## src/rtl/mips_ctrl_pkg.sv

```systemverilog
// Shared decode-stage definitions: opcodes, control bundle layout and the
// hazard FSM state type used by the decoder and the ID/EX control register.
package mips_ctrl_pkg;

  localparam logic [5:0] OP_RTYPE = 6'b000000;
  localparam logic [5:0] OP_LW    = 6'b100011;
  localparam logic [5:0] OP_SW    = 6'b101011;
  localparam logic [5:0] OP_BEQ   = 6'b000100;
  localparam logic [5:0] OP_ADDI  = 6'b001000;
  localparam logic [5:0] OP_J     = 6'b000010;
  localparam logic [5:0] OP_NOP   = 6'b100000;

  localparam int WB_W = 2;
  localparam int M_W  = 3;
  localparam int EX_W = 4;

  localparam int WB_REGWRITE = 1;
  localparam int WB_MEMTOREG = 0;
  localparam int M_BRANCH    = 2;
  localparam int M_MEMREAD   = 1;
  localparam int M_MEMWRITE  = 0;
  localparam int EX_REGDST   = 3;
  localparam int EX_ALUOP1   = 2;
  localparam int EX_ALUOP0   = 1;
  localparam int EX_ALUSRC   = 0;

  typedef struct packed {
    logic [WB_W-1:0] wb;
    logic [M_W-1:0]  m;
    logic [EX_W-1:0] ex;
    logic            jump;
  } ctrl_t;

  localparam ctrl_t CTRL_BUBBLE = '0;

  typedef enum logic {RUN, STALL} state_e;

endpackage

```

## src/rtl/ctrl_decode.sv

```systemverilog
// Purely combinational opcode -> control bundle table. Unknown opcodes decode
// to an all-zero bundle so downstream never sees X.
module ctrl_decode
  import mips_ctrl_pkg::*;
(
  input  logic [5:0] opcode_i,
  output ctrl_t      ctrl_o,
  output logic       uses_rt_o
);

  // NOTE: every output gets a default before the case; a path that leaves an
  // output unassigned in always_comb would infer a latch.
  always_comb begin
    ctrl_o    = CTRL_BUBBLE;
    uses_rt_o = 1'b0;
    case (opcode_i)
      OP_RTYPE: begin
        ctrl_o.ex[EX_REGDST]   = 1'b1;
        ctrl_o.ex[EX_ALUOP1]   = 1'b1;
        ctrl_o.wb[WB_REGWRITE] = 1'b1;
        uses_rt_o              = 1'b1;
      end
      OP_LW: begin
        ctrl_o.ex[EX_ALUSRC]   = 1'b1;
        ctrl_o.m[M_MEMREAD]    = 1'b1;
        ctrl_o.wb[WB_REGWRITE] = 1'b1;
        ctrl_o.wb[WB_MEMTOREG] = 1'b1;
      end
      OP_SW: begin
        ctrl_o.ex[EX_ALUSRC]  = 1'b1;
        ctrl_o.m[M_MEMWRITE]  = 1'b1;
        uses_rt_o             = 1'b1;
      end
      OP_BEQ: begin
        ctrl_o.ex[EX_ALUOP0] = 1'b1;
        ctrl_o.m[M_BRANCH]   = 1'b1;
        uses_rt_o            = 1'b1;
      end
      OP_ADDI: begin
        ctrl_o.ex[EX_ALUSRC]   = 1'b1;
        ctrl_o.wb[WB_REGWRITE] = 1'b1;
      end
      OP_J:    ctrl_o.jump = 1'b1;
      default: ;
    endcase
  end

endmodule

```

## src/rtl/id_ctrl_hazard.sv

```systemverilog
// Decode-stage control: decodes IF/ID, registers the ID/EX control fields,
// inserts STALL_CYCLES bubbles on load-use hazards and squashes on flush.
module id_ctrl_hazard
  import mips_ctrl_pkg::*;
#(
  parameter int STALL_CYCLES = 1,
  parameter int CNT_W        = 16
) (
  input  logic             clk,
  input  logic             rst,
  input  logic [31:0]      if_id_instr,
  input  logic             flush,
  output logic [WB_W-1:0]  id_ex_wb,
  output logic [M_W-1:0]   id_ex_m,
  output logic [EX_W-1:0]  id_ex_ex,
  output logic             id_ex_jump,
  output logic             pc_write,
  output logic             if_id_write,
  output logic [CNT_W-1:0] bubble_cnt
);

  logic [5:0] opcode;
  logic [4:0] rs, rt;
  ctrl_t      dec_ctrl;
  logic       uses_rt;
  logic       hazard;
  logic       stall_now;
  logic       unused_instr_bits;

  state_e           state_q, state_d;
  logic [1:0]       scnt_q, scnt_d;
  logic [4:0]       ex_rt_q, ex_rt_d;
  ctrl_t            ctrl_q, ctrl_d;
  logic [CNT_W-1:0] cnt_q, cnt_d;

  assign opcode            = if_id_instr[31:26];
  assign rs                = if_id_instr[25:21];
  assign rt                = if_id_instr[20:16];
  assign unused_instr_bits = ^if_id_instr[15:0];

  ctrl_decode u_decode (
    .opcode_i  (opcode),
    .ctrl_o    (dec_ctrl),
    .uses_rt_o (uses_rt)
  );

  // Only an issued lw sets MemRead, so this compares against the load's target.
  assign hazard = (state_q == RUN) && ctrl_q.m[M_MEMREAD] && (ex_rt_q != 5'd0) &&
                  ((ex_rt_q == rs) || (uses_rt && (ex_rt_q == rt)));

  always_comb begin
    state_d   = state_q;
    scnt_d    = scnt_q;
    ctrl_d    = CTRL_BUBBLE;
    ex_rt_d   = 5'd0;
    cnt_d     = cnt_q;
    stall_now = 1'b0;
    if (flush) begin
      state_d = RUN;
      scnt_d  = 2'd0;
    end else if (state_q == STALL) begin
      stall_now = 1'b1;
      scnt_d    = scnt_q - 2'd1;
      if (scnt_q == 2'd1) state_d = RUN;
      if (cnt_q != '1) cnt_d = cnt_q + CNT_W'(1);
    end else if (hazard) begin
      stall_now = 1'b1;
      if (cnt_q != '1) cnt_d = cnt_q + CNT_W'(1);
      if (STALL_CYCLES > 1) begin
        state_d = STALL;
        scnt_d  = 2'(STALL_CYCLES - 1);
      end
    end else begin
      ctrl_d  = dec_ctrl;
      ex_rt_d = rt;
    end
  end

  // Reset forces the write enables high so fetch is never frozen by stale state.
  assign pc_write    = rst | ~stall_now;
  assign if_id_write = rst | ~stall_now;

  // NOTE: state uses non-blocking assignments so every flop samples the
  // pre-edge values; reset is synchronous, hence only clk in the sensitivity list.
  always_ff @(posedge clk) begin
    if (rst) begin
      state_q <= RUN;
      scnt_q  <= 2'd0;
      ex_rt_q <= 5'd0;
      ctrl_q  <= CTRL_BUBBLE;
      cnt_q   <= '0;
    end else begin
      state_q <= state_d;
      scnt_q  <= scnt_d;
      ex_rt_q <= ex_rt_d;
      ctrl_q  <= ctrl_d;
      cnt_q   <= cnt_d;
    end
  end

  assign id_ex_wb   = ctrl_q.wb;
  assign id_ex_m    = ctrl_q.m;
  assign id_ex_ex   = ctrl_q.ex;
  assign id_ex_jump = ctrl_q.jump;
  assign bubble_cnt = cnt_q;

endmodule

```

## config.mk

```make
export PLATFORM = sky130hd
export DESIGN_NAME = id_ctrl_hazard
export DESIGN_NICKNAME = d
export VERILOG_FILES = /design/src/rtl/mips_ctrl_pkg.sv /design/src/rtl/ctrl_decode.sv /design/src/rtl/id_ctrl_hazard.sv
export SDC_FILE = /design/constraint.sdc
export NUM_CORES = 1
export LEC_CHECK = 0
export ABC_AREA = 1
export CORE_ASPECT_RATIO = 2
export CORE_MARGIN = 2
export CORE_UTILIZATION = 48
export DETAILED_ROUTE_END_ITERATION = 8
export MAX_ROUTING_LAYER = met4
export PLACE_DENSITY = 0.91
export SLEW_MARGIN = 20
export SYNTH_ARGS = -nofsm -noshare
export SYNTH_HDL_FRONTEND = slang
export SYNTH_SLANG_ARGS = --single-unit
export TNS_END_PERCENT = 100
```

## constraint.sdc

```tcl
create_clock -name clk -period 4.76 [get_ports clk]
set_clock_uncertainty 0.05 [all_clocks]
set_input_delay 0.952 -clock clk [delete_from_list [all_inputs] [get_ports clk]]
set_output_delay 0.952 -clock clk [all_outputs]
set_load 0.05 [all_outputs]
```

# Yosys cells after proc, flatten, opt, wreduce, memory -nomap -nowiden
# Cells that the tools add are included.
# Widths: inputs -> output; s select.
[totals]
ff_bits = 34
inputBits = 35
elab_cells = 53
[op_classes]
addsub = 2
n_eq_ne = 9
mux = 15
bitwise_logic = 4
n_reduce_logical = 15
[ops]
columns = ["operator", "n"]
rows = [
  ["$mux 16", 3],
  ["$add 16x1->16 const B", 1],
  ["$ne 16x16->1 const B", 1],
  ["$eq 6x6->1 const B", 2],
  ["$reduce_or 3->1", 4],
  ["$mux 1", 11],
  ["$eq 5x5->1", 2],
  ["$eq 6x2->1 const B", 1],
  ["$eq 6x3->1 const B", 1],
  ["$eq 6x4->1 const B", 1],
  ["$logic_not 6->1", 1],
  ["$reduce_bool 5->1", 1],
  ["$logic_and 1x1->1", 4],
  ["$reduce_or 4->1", 1],
  ["$not 1->1", 3],
  ["$eq 2x1->1 const B", 1],
  ["$mux 2", 1],
  ["$reduce_and 2->1", 1],
  ["$reduce_bool 2->1", 1],
  ["$reduce_or 2->1", 1],
  ["$sub 2x1->2 const B", 1],
  ["$logic_or 1x1->1", 1],
  ["$or 1x1->1", 1],
]

# Longest topological paths before layout
# Gate-level depths: netlist of run 1.
[logic_depth]
ltp_word = 11
mapped_depth = 12
mapped_depth_nobuf = 11

# By module
# A second synthesis of run 1 with hierarchy kept.
[hier_totals]
cells_unflattened = 334
area_unflattened_um2 = 2090.8
[modules_own_cells]
columns = ["module", "instances", "cells_each", "area_each_um2", "seq_area_each_um2"]
rows = [
  ["id_ctrl_hazard", 1, 304, 1950.6, 680.7],
  ["ctrl_decode", 1, 30, 140.1, 0.0],
]

# Least setup slack after synthesis of run 1
# No wires, ideal clock.
[synth_timing]
path_type = "in2out"
startpoint = "input port if_id_instr[31]"
endpoint = "output port pc_write"
arrival_ps = 2409
slack_ps = 1349
cell_stages = 11
n_path_buf = 2
cell_sequence = "inv_1 -> nor2_1 -> nand3_1 -> nand2_1 -> nand2_1 -> o21ai_2 -> nand2_4 -> nand2_8 -> buf_4 -> nand2_1 -> buf_4"
[synth_via]
elab_chain_cells = 11
word_cells_on_any_way = 13
classes_between = "2 x eq/ne; 4 x mux; 2 x bitwise; 5 x reduce/logical"
[synth_lines]
columns = ["item", "line_no", "rtl"]
rows = [
  ["start, declared", "id_ctrl_hazard.sv:11", "input logic [31:0] if_id_instr,"],
  ["$eq 6x6->1, or another cell as far along", "ctrl_decode.sv:16", "case (opcode_i)"],
  ["$reduce_or 3->1 (no source line) (*)", "n/a", ""],
  ["$mux 1 (*)", "ctrl_decode.sv:16", ""],
  ["$logic_and 1x1->1 (*)", "id_ctrl_hazard.sv:49", "((ex_rt_q == rs) || (uses_rt && (ex_rt_q == rt)));"],
  ["$logic_or 1x1->1 (*)", "id_ctrl_hazard.sv:49", ""],
  ["$logic_and 1x1->1 (*)", "id_ctrl_hazard.sv:48", "assign hazard = (state_q == RUN) && ctrl_q.m[M_MEMREAD] && (ex_rt_q != 5'd0) &&"],
  ["$mux 1 (*)", "id_ctrl_hazard.sv:66", "end else if (hazard) begin"],
  ["$mux 1 (*)", "id_ctrl_hazard.sv:61", "end else if (state_q == STALL) begin"],
  ["$mux 1 (*)", "id_ctrl_hazard.sv:58", "if (flush) begin"],
  ["$not 1->1 (*)", "n/a", ""],
  ["$or 1x1->1 (*)", "n/a", ""],
  ["end, declared", "id_ctrl_hazard.sv:17", "output logic pc_write,"],
]
# Mark *: on every way between the ends. The rest lies on a longest branch, timed or not.

# Worst setup path after layout of run 1
[layout_timing]
startpoint = "input port if_id_instr[31]"
endpoint = "output port pc_write"
[layout_via]
elab_chain_cells = 11
word_cells_on_any_way = 13
classes_between = "2 x eq/ne; 4 x mux; 2 x bitwise; 5 x reduce/logical"
[layout_lines]
columns = ["item", "line_no", "rtl"]
rows = [
  ["$eq 6x6->1, or another cell as far along", "ctrl_decode.sv:16", ""],
  ["$reduce_or 3->1 (no source line) (*)", "n/a", ""],
  ["$mux 1 (*)", "ctrl_decode.sv:16", ""],
  ["$logic_and 1x1->1 (*)", "id_ctrl_hazard.sv:49", ""],
  ["$logic_or 1x1->1 (*)", "id_ctrl_hazard.sv:49", ""],
  ["$logic_and 1x1->1 (*)", "id_ctrl_hazard.sv:48", ""],
  ["$mux 1 (*)", "id_ctrl_hazard.sv:66", ""],
  ["$mux 1 (*)", "id_ctrl_hazard.sv:61", ""],
  ["$mux 1 (*)", "id_ctrl_hazard.sv:58", ""],
  ["$not 1->1 (*)", "id_ctrl_hazard.sv:80", "assign pc_write = rst | ~stall_now;"],
  ["$or 1x1->1 (*)", "id_ctrl_hazard.sv:80", ""],
]
# Marked as above.

==> reports/metrics.csv, run 1 <==
stage,metric,value,unit
hold_path,min_path_cells,2,
setup_path,critPathMaxFanout,19,
floorplanning,fp.dieArea,4211,µm²
floorplanning,die_boundary_height,89.80,µm
power,power.clock.fraction,0.467,
timing,achievable_freq,0.2376,GHz
finish,layout.nets,318,
grt,global_route.usage.total,0.2346,
power,net-switching-power,0.0001282,W
logic_synthesis,netlist.area_leader.share,0.3513,
drt,wire_per_inst,12.73,µm
logic_synthesis,synth-async-reset-ratio,0,
clocking,clock_sinks,31,
setup_path,worst_r2r_path_depth,9,
logic_synthesis,combinational_family_with_the_most_area_after_synthesis,simple AND/OR/NAND/NOR gates,
clocking,clock_tree.buffer_depth,2,
logic_synthesis,synthTopCellsByArea,"dfxtp_1 35%, nand2_1 8.7%, nand3_1 8.5%",
run_status,outcome,finished clean,
setup_path,worstPathArrival,3.21,ns
clocking,cts_post_setup_buffers_inserted,0,
logic_synthesis,synth.yosys.warnings,0,
logic_synthesis,synth_simple_gate_area_share,0.3435,
hold_path,timing.hold.worst_endpoint,bubble_cnt[1]$_SDFFE_PP0P_,
logic_synthesis,per_instance_average_area_after_synthesis,7.454,µm²
place,routability_congestion,0.8884,
grt,antenna_found_initial,0,
timing,final.setup.tns,0,ns
floorplanning,top_level_ports,63,
timing,final_max_slew_viol_count,0,
logic_synthesis,synth.mux.area_fraction,0,
timing,finalCritPeriodShare,0.8844,
drt,detailroute.via_count,1684,
logic_synthesis,synth-edff-count,0,
run,timing.max_cap.violations,0,
place,placed_area,2215,µm²
logic_synthesis,sequential_fraction_of_the_synthesis_area,0.3513,
timing,final-hold-violation-count,0,
logic_synthesis,synth_compound_gate_area_share,0.08994,
clocking,cts.clk_slew.worst_paths,0.06,ns
grt,vias_in_the_first_global_route,1701,
place,dpl.cell_count,323,
logic_synthesis,synthesis.area,1767,µm²
clocking,clock_tree_root_driver_cell,clkbuf_8,
setup_path,worst_setup_path_end_kind,output port,
clocking,cts_hold_buf,0,
drt,final_antenna_net_count,0,
power,intPower,0.0004527,W
timing,slew_of_the_pin_with_the_lowest_slew_margin,0.5321,ns
setup_path,r2r-start,bubble_cnt[0]$_SDFFE_PP0P_,
clocking,worst_skew_pair.late_latency,0.29,ns
finish,antenna_cells,0,
finish,area.growth.synth_to_final,32.01,%
timing,worst_max_slew_margin_expressed_relative_to_the_limit,0.6442,
drt,detail_route.iter0.violations,45,
logic_synthesis,post-synth-top-area-cell,dfxtp_1,
power,power.density_cell_area,249.1,nW/µm²
place,port_buffers,46,
grt,largest_net_degree_at_the_start_of_global_routing,20,
power,seqPwrFrac,0.453,
logic_synthesis,yosys.cell_types.count,28,
floorplanning,core.rowCount,31,
setup_path,regToRegEndpoint,bubble_cnt[6]$_SDFFE_PP0P_,
setup_path,critical_path.startpoint_type,input pin,
timing,final_period_minus_worst_setup_slack,4.210,ns
logic_synthesis,mapped_nets,274,
power,power.static_leakage,0.8844,nW
logic_synthesis,netlist_top_cells_count,"41 x nand2_1, 34 x nor2_1, 31 x dfxtp_1, 30 x nand3_1, 18 x inv_1",
hold_path,timing.hold.worst.start,bubble_cnt[1]$_SDFFE_PP0P_,
setup_path,timing.critical_path.required,3.76,ns
floorplanning,floorplan.die.width,46.90,µm
clocking,cts_resized,0,
setup_path,critical_path_source,if_id_instr[31],
logic_synthesis,synth-seq-cells,31,
finish,drive_gt1_frac,0.1241,
power,vdd.ir_drop.worst,0.4300,mV
finish,postLayoutCellArea,2332,µm²
logic_synthesis,synth.most_common_cell,nand2_1,
grt,grt-ovfl-total,0,
timing,setup_repair_after_global_routing_missed_its_margin,no,
power,netSwitchingFraction,0.2207,
logic_synthesis,area_share_of_fa_ha_maj_cells_after_synthesis,0.01416,
clocking,htree_levels,2,
drt,route.detailed.drc,0,
drt,drt-total-wl,4212,µm
drt,drt_first_pass_iters,4,
finish,final-instance-count-excl-fill,331,
logic_synthesis,post_synth_inst_count,237,
floorplanning,core_area,3568,µm²
timing,report.final.setup_viol,0,
setup_path,timing_worst_setup_path_type,in2out,
setup_path,setup.reg_to_reg.worst_slack,2.78,ns
hold_path,hold_class,reg2reg,
finish,final_core_utilization,0.6536,
drt,avg_vias_per_cell,5.088,
logic_synthesis,synth_top_flop_cell,dfxtp_1,
floorplanning,starting_density_of_the_core,0.4951,
clocking,numCtsBuffers,5,
power,combinationalPowerShare,0.079,
clocking,tritoncts_clock_tree,yes,
finish,fillerInstances,324,
grt,grt_pass1_wl,7127,µm
place,detailedPlacementHpwl,3099,µm
logic_synthesis,synth_xor_area_frac,0.1041,
worst max path at each step:
stage / end / cells past startpoint
6_report: pc_write / 11
5_1_grt: pc_write / 11
4_1_cts: pc_write / 11
3_5_place_dp: pc_write / 11
3_3_place_gp: if_id_write / 11
2_1_floorplan: pc_write / 11
flip-flops by register name, summed over array words and instances (netlist names):
name,flops
id_ex_jump,1
id_ex_ex,3
scnt_q,2
bubble_cnt,16
id_ex_m,1
ex_rt_q,5
id_ex_wb,2
state_q,1
critical path, cell delays in order:
cell,delay [ns]
clkdlybuf4s50_1,0.51
inv_1,0.06
nor2_1,0.14
nand3_1,0.15
nand2_1,0.10
nand2_1,0.07
o21ai_2,0.16
nand2_4,0.09
nand2_8,0.15
nand2_1,0.10
clkdlybuf4s50_1,0.73
cells in the final DEF, fill, tap and decap left out, types with 2 or more instances in the layout:
cell	netlist	routed
dfxtp_1	31	31
nand2_4	2	2
a21oi_1	7	7
xnor2_1	8	8
nand2_2	4	4
a21oi_2	10	10
nor3_1	8	8
ha_1	2	2
clkbuf_8	0	6
o21ai_0	2	2
inv_1	18	18
inv_2	5	5
clkdlybuf4s50_1	0	46
nor2_1	34	34
xor2_1	13	13
nor4_1	2	2
nand2_1	41	41
nand4_1	3	3
nand2_8	2	2
nand3_1	30	30
per-layer routing:
| layer | global-route usage | vias up | part of all wire |
|---|---|---|---|
| met5 | - | - | 0 |
| met4 | 0.1250 | 0 | 0.034 |
| met3 | 0.05622 | 11 | 0.049 |
| met2 | 0.4110 | 54 | 0.57 |
| met1 | 0.2114 | 771 | 0.35 |
| li1 | - | 848 | - |
power groups by stage:
stage / clock, W / combinational (W) / sequential (W)
2_1_floorplan: 0 / 0.0000230 / 0.000270
3_3_place_gp: 0 / 0.0000450 / 0.000269
3_5_place_dp: 0 / 0.0000460 / 0.000269
4_1_cts: 0.000275 / 0.0000464 / 0.000263
5_1_grt: 0.000285 / 0.0000504 / 0.000263
6_report: 0.000271 / 0.0000461 / 0.000263
cell type report:
class                           count  area (µm²)  area share
Multi-Input combinational cell    172       974.7      0.4179
Sequential cell                    31       620.6      0.2661
Timing Repair Buffer               47       467.9      0.2006
Inverter                           24       90.09     0.03863
Clock buffer                        6       82.58     0.03541
Tap cell                           49       61.31     0.02629
Clock inverter                      2       35.03     0.01502
metrics by stage:
stage / power, W / hold slack, ns / setup WS, ns
2_1_floorplan: 0.0002929 / 0.4253 / 1.349
3_3_place_gp: 0.0003140 / 0.4433 / 0.6514
3_5_place_dp: 0.0003153 / 0.4601 / 0.5670
4_1_cts: 0.0005847 / 0.4712 / 0.5517
5_1_grt: 0.0005989 / 0.5017 / 0.4263
6_report: 0.0005809 / 0.4689 / 0.5505
kinds of logic (layout without fill, tap and decap cells):
kind of cell	Yosys count	count (layout)
flip-flops	31	31
XOR/XNOR	21	21
AO/OA/AOI/OAI	22	22
adder cells (fa/ha/maj)	2	2
AND/OR/NAND/NOR	127	127
buffers and inverters	34	79
(Power assumes the default switching activity.)
==> run 2: changes to the inputs <==
- SKIP_LAST_GASP: default -> 1
==> results of run 2 <==
Same layout as run 1: the final DEF is identical, and so are final timing and power.
==> run 3: changes to the inputs <==
- CORE_ASPECT_RATIO: 2 -> 1.25
==> run 3 against run 2 <==
Combinational power down 1%. Clock power about the same. First-iteration DRC count up 98%. Register-to-register slack worse by 0.03 ns. Cell area down 0.54%. Critical endpoint is now if_id_write. Critical path type unchanged. Via count down 1.8%.
==> reports/metrics.csv, run 3 (synthesized netlist as in run 1, its figures left out) <==
stage,metric,value,unit
finish,drive_gt1_frac,0.1241,
floorplanning,core.rowCount,24,
place,routability_congestion,0.8852,
power,vdd.ir_drop.worst,0.2030,mV
clocking,cts.clk_slew.worst_paths,0.06,ns
timing,achievable_freq,0.2397,GHz
run_status,outcome,finished clean,
finish,largest_register_ffs,16,
place,port_buffers,46,
setup_path,critPathMaxFanout,19,
floorplanning,starting_density_of_the_core,0.5028,
drt,drt-total-wl,3876,µm
clocking,worst_skew_pair.late_latency,0.29,ns
timing,final_max_slew_viol_count,0,
setup_path,worst_setup_path_end_kind,output port,
finish,seqCellArea,620.6,µm²
timing,final-hold-violation-count,0,
grt,grt-ovfl-total,0,
power,power.density_cell_area,251.0,nW/µm²
timing,setup_repair_after_global_routing_missed_its_margin,no,
hold_path,hold_class,reg2reg,
grt,vias_in_the_first_global_route,1547,
floorplanning,floorplan.die.width,58.27,µm
power,netSwitchingFraction,0.2225,
grt,global_route.usage.total,0.2050,
power,combinationalPowerShare,0.078,
clocking,cts_resized,0,
drt,route.detailed.drc,0,
drt,avg_vias_per_cell,5.153,
power,seqPwrFrac,0.452,
finish,antenna_cells,0,
place,detailedPlacementHpwl,2837,µm
timing,worst_max_slew_margin_expressed_relative_to_the_limit,0.6641,
clocking,clock_tree_root_driver_cell,clkbuf_8,
setup_path,timing.critical_path.required,3.76,ns
power,intPower,0.0004527,W
power,power.static_leakage,0.8844,nW
floorplanning,fp.dieArea,4185,µm²
drt,detail_route.iter0.violations,89,
finish,area.growth.synth_to_final,31.30,%
timing,slew_of_the_pin_with_the_lowest_slew_margin,0.5023,ns
drt,wire_per_inst,12.07,µm
setup_path,timing_worst_setup_path_type,in2out,
clocking,tritoncts_clock_tree,yes,
drt,drt_first_pass_iters,4,
finish,fillerInstances,284,
timing,final_period_minus_worst_setup_slack,4.172,ns
power,net-switching-power,0.0001295,W
drt,detailroute.via_count,1654,
timing,report.final.setup_viol,0,
clocking,clock_sinks,31,
power,power.clock.fraction,0.470,
floorplanning,core_area,3513,µm²
floorplanning,top_level_ports,63,
timing,holdWs,0.4642,ns
drt,final_antenna_net_count,0,
grt,largest_net_degree_at_the_start_of_global_routing,20,
clocking,cts_post_setup_buffers_inserted,0,
run,timing.max_cap.violations,0,
finish,layout.nets,318,
setup_path,worstPathArrival,3.17,ns
clocking,cts_hold_buf,0,
grt,grt_pass1_wl,6472,µm
setup_path,critical_path.startpoint_type,input pin,
finish,final_common_cell,clkdlybuf4s50_1,
grt,antenna_found_initial,0,
finish,mostFrequentLayoutCells,"46 x clkdlybuf4s50_1, 41 x nand2_1, 34 x nor2_1",
clocking,htree_levels,2,
clocking,clock_tree.buffer_depth,2,
floorplanning,die_boundary_height,71.83,µm
timing,final.setup.tns,0,ns
timing,finalCritPeriodShare,0.8764,
finish,multiInputGateArea,974.7,µm²
clocking,numCtsBuffers,5,
[run 3: cell counts in the layout (fill, tap and decap cells not counted)]
No cell type changed its count.
[run 3: through the flow]
step                      setup slack (ns)  cells  utilization  instance area, µm²   power, W
final                               0.5882    321       0.6603                2320  0.0005822
after global routing                0.4446    321       0.6603                2320  0.0006019
after CTS                           0.5820    321       0.6603                2320  0.0005854
after detailed placement            0.5919    313       0.6268                2202  0.0003146
after global placement              0.6718    313       0.6268                2202  0.0003134
after floorplan                      1.349    237            -                1767  0.0002929
[run 3: area by class of cell]
class | count | share of cell area
multi-input cells | 172 | 0.4202
flip-flops and latches | 31 | 0.2675
repair buffers | 47 | 0.2017
inverters | 24 | 0.03884
clock buffers | 6 | 0.03560
well taps | 39 | 0.02104
clock inverters | 2 | 0.01510
[run 3: worst max-delay path: stages]
cell	delay (ns)
clkdlybuf4s50_1	0.52
inv_2	0.06
nor2_1	0.12
nand3_1	0.14
nand2_1	0.10
nand2_1	0.06
o21ai_2	0.15
nand2_4	0.09
nand2_8	0.15
nand2_1	0.11
clkdlybuf4s50_1	0.71
[run 3: final timing paths]
path | start | endpoint | slack, ns | cells after the start
worst max register to register | bubble_cnt[0]$_SDFFE_PP0P_ | bubble_cnt[10]$_SDFFE_PP0P_ | 2.75 | 9
worst min register to register | bubble_cnt[15]$_SDFFE_PP0P_ | bubble_cnt[15]$_SDFFE_PP0P_ | 0.46 | 2
worst max-delay path | if_id_instr[29] | if_id_write | 0.59 | 11
worst min-delay path | bubble_cnt[15]$_SDFFE_PP0P_ | bubble_cnt[15]$_SDFFE_PP0P_ | 0.46 | 2
[run 3: power by group through the flow]
| stage | Clock [W] | Sequential [W] | Combinational, W |
|---|---|---|---|
| CTS | 0.000276 | 0.000263 | 0.0000458 |
| detailed placement | 0 | 0.000269 | 0.0000454 |
| global placement | 0 | 0.000269 | 0.0000444 |
| global route | 0.000288 | 0.000263 | 0.0000500 |
| finish | 0.000273 | 0.000263 | 0.0000455 |
| floorplan | 0 | 0.000270 | 0.0000230 |
[run 3: routing by layer]
metal	track usage	vias up	share of wire
met4	0.1111	0	0.024
met5	-	-	0
met3	0.04874	10	0.053
met1	0.2142	751	0.41
met2	0.3483	50	0.51
li1	-	843	-
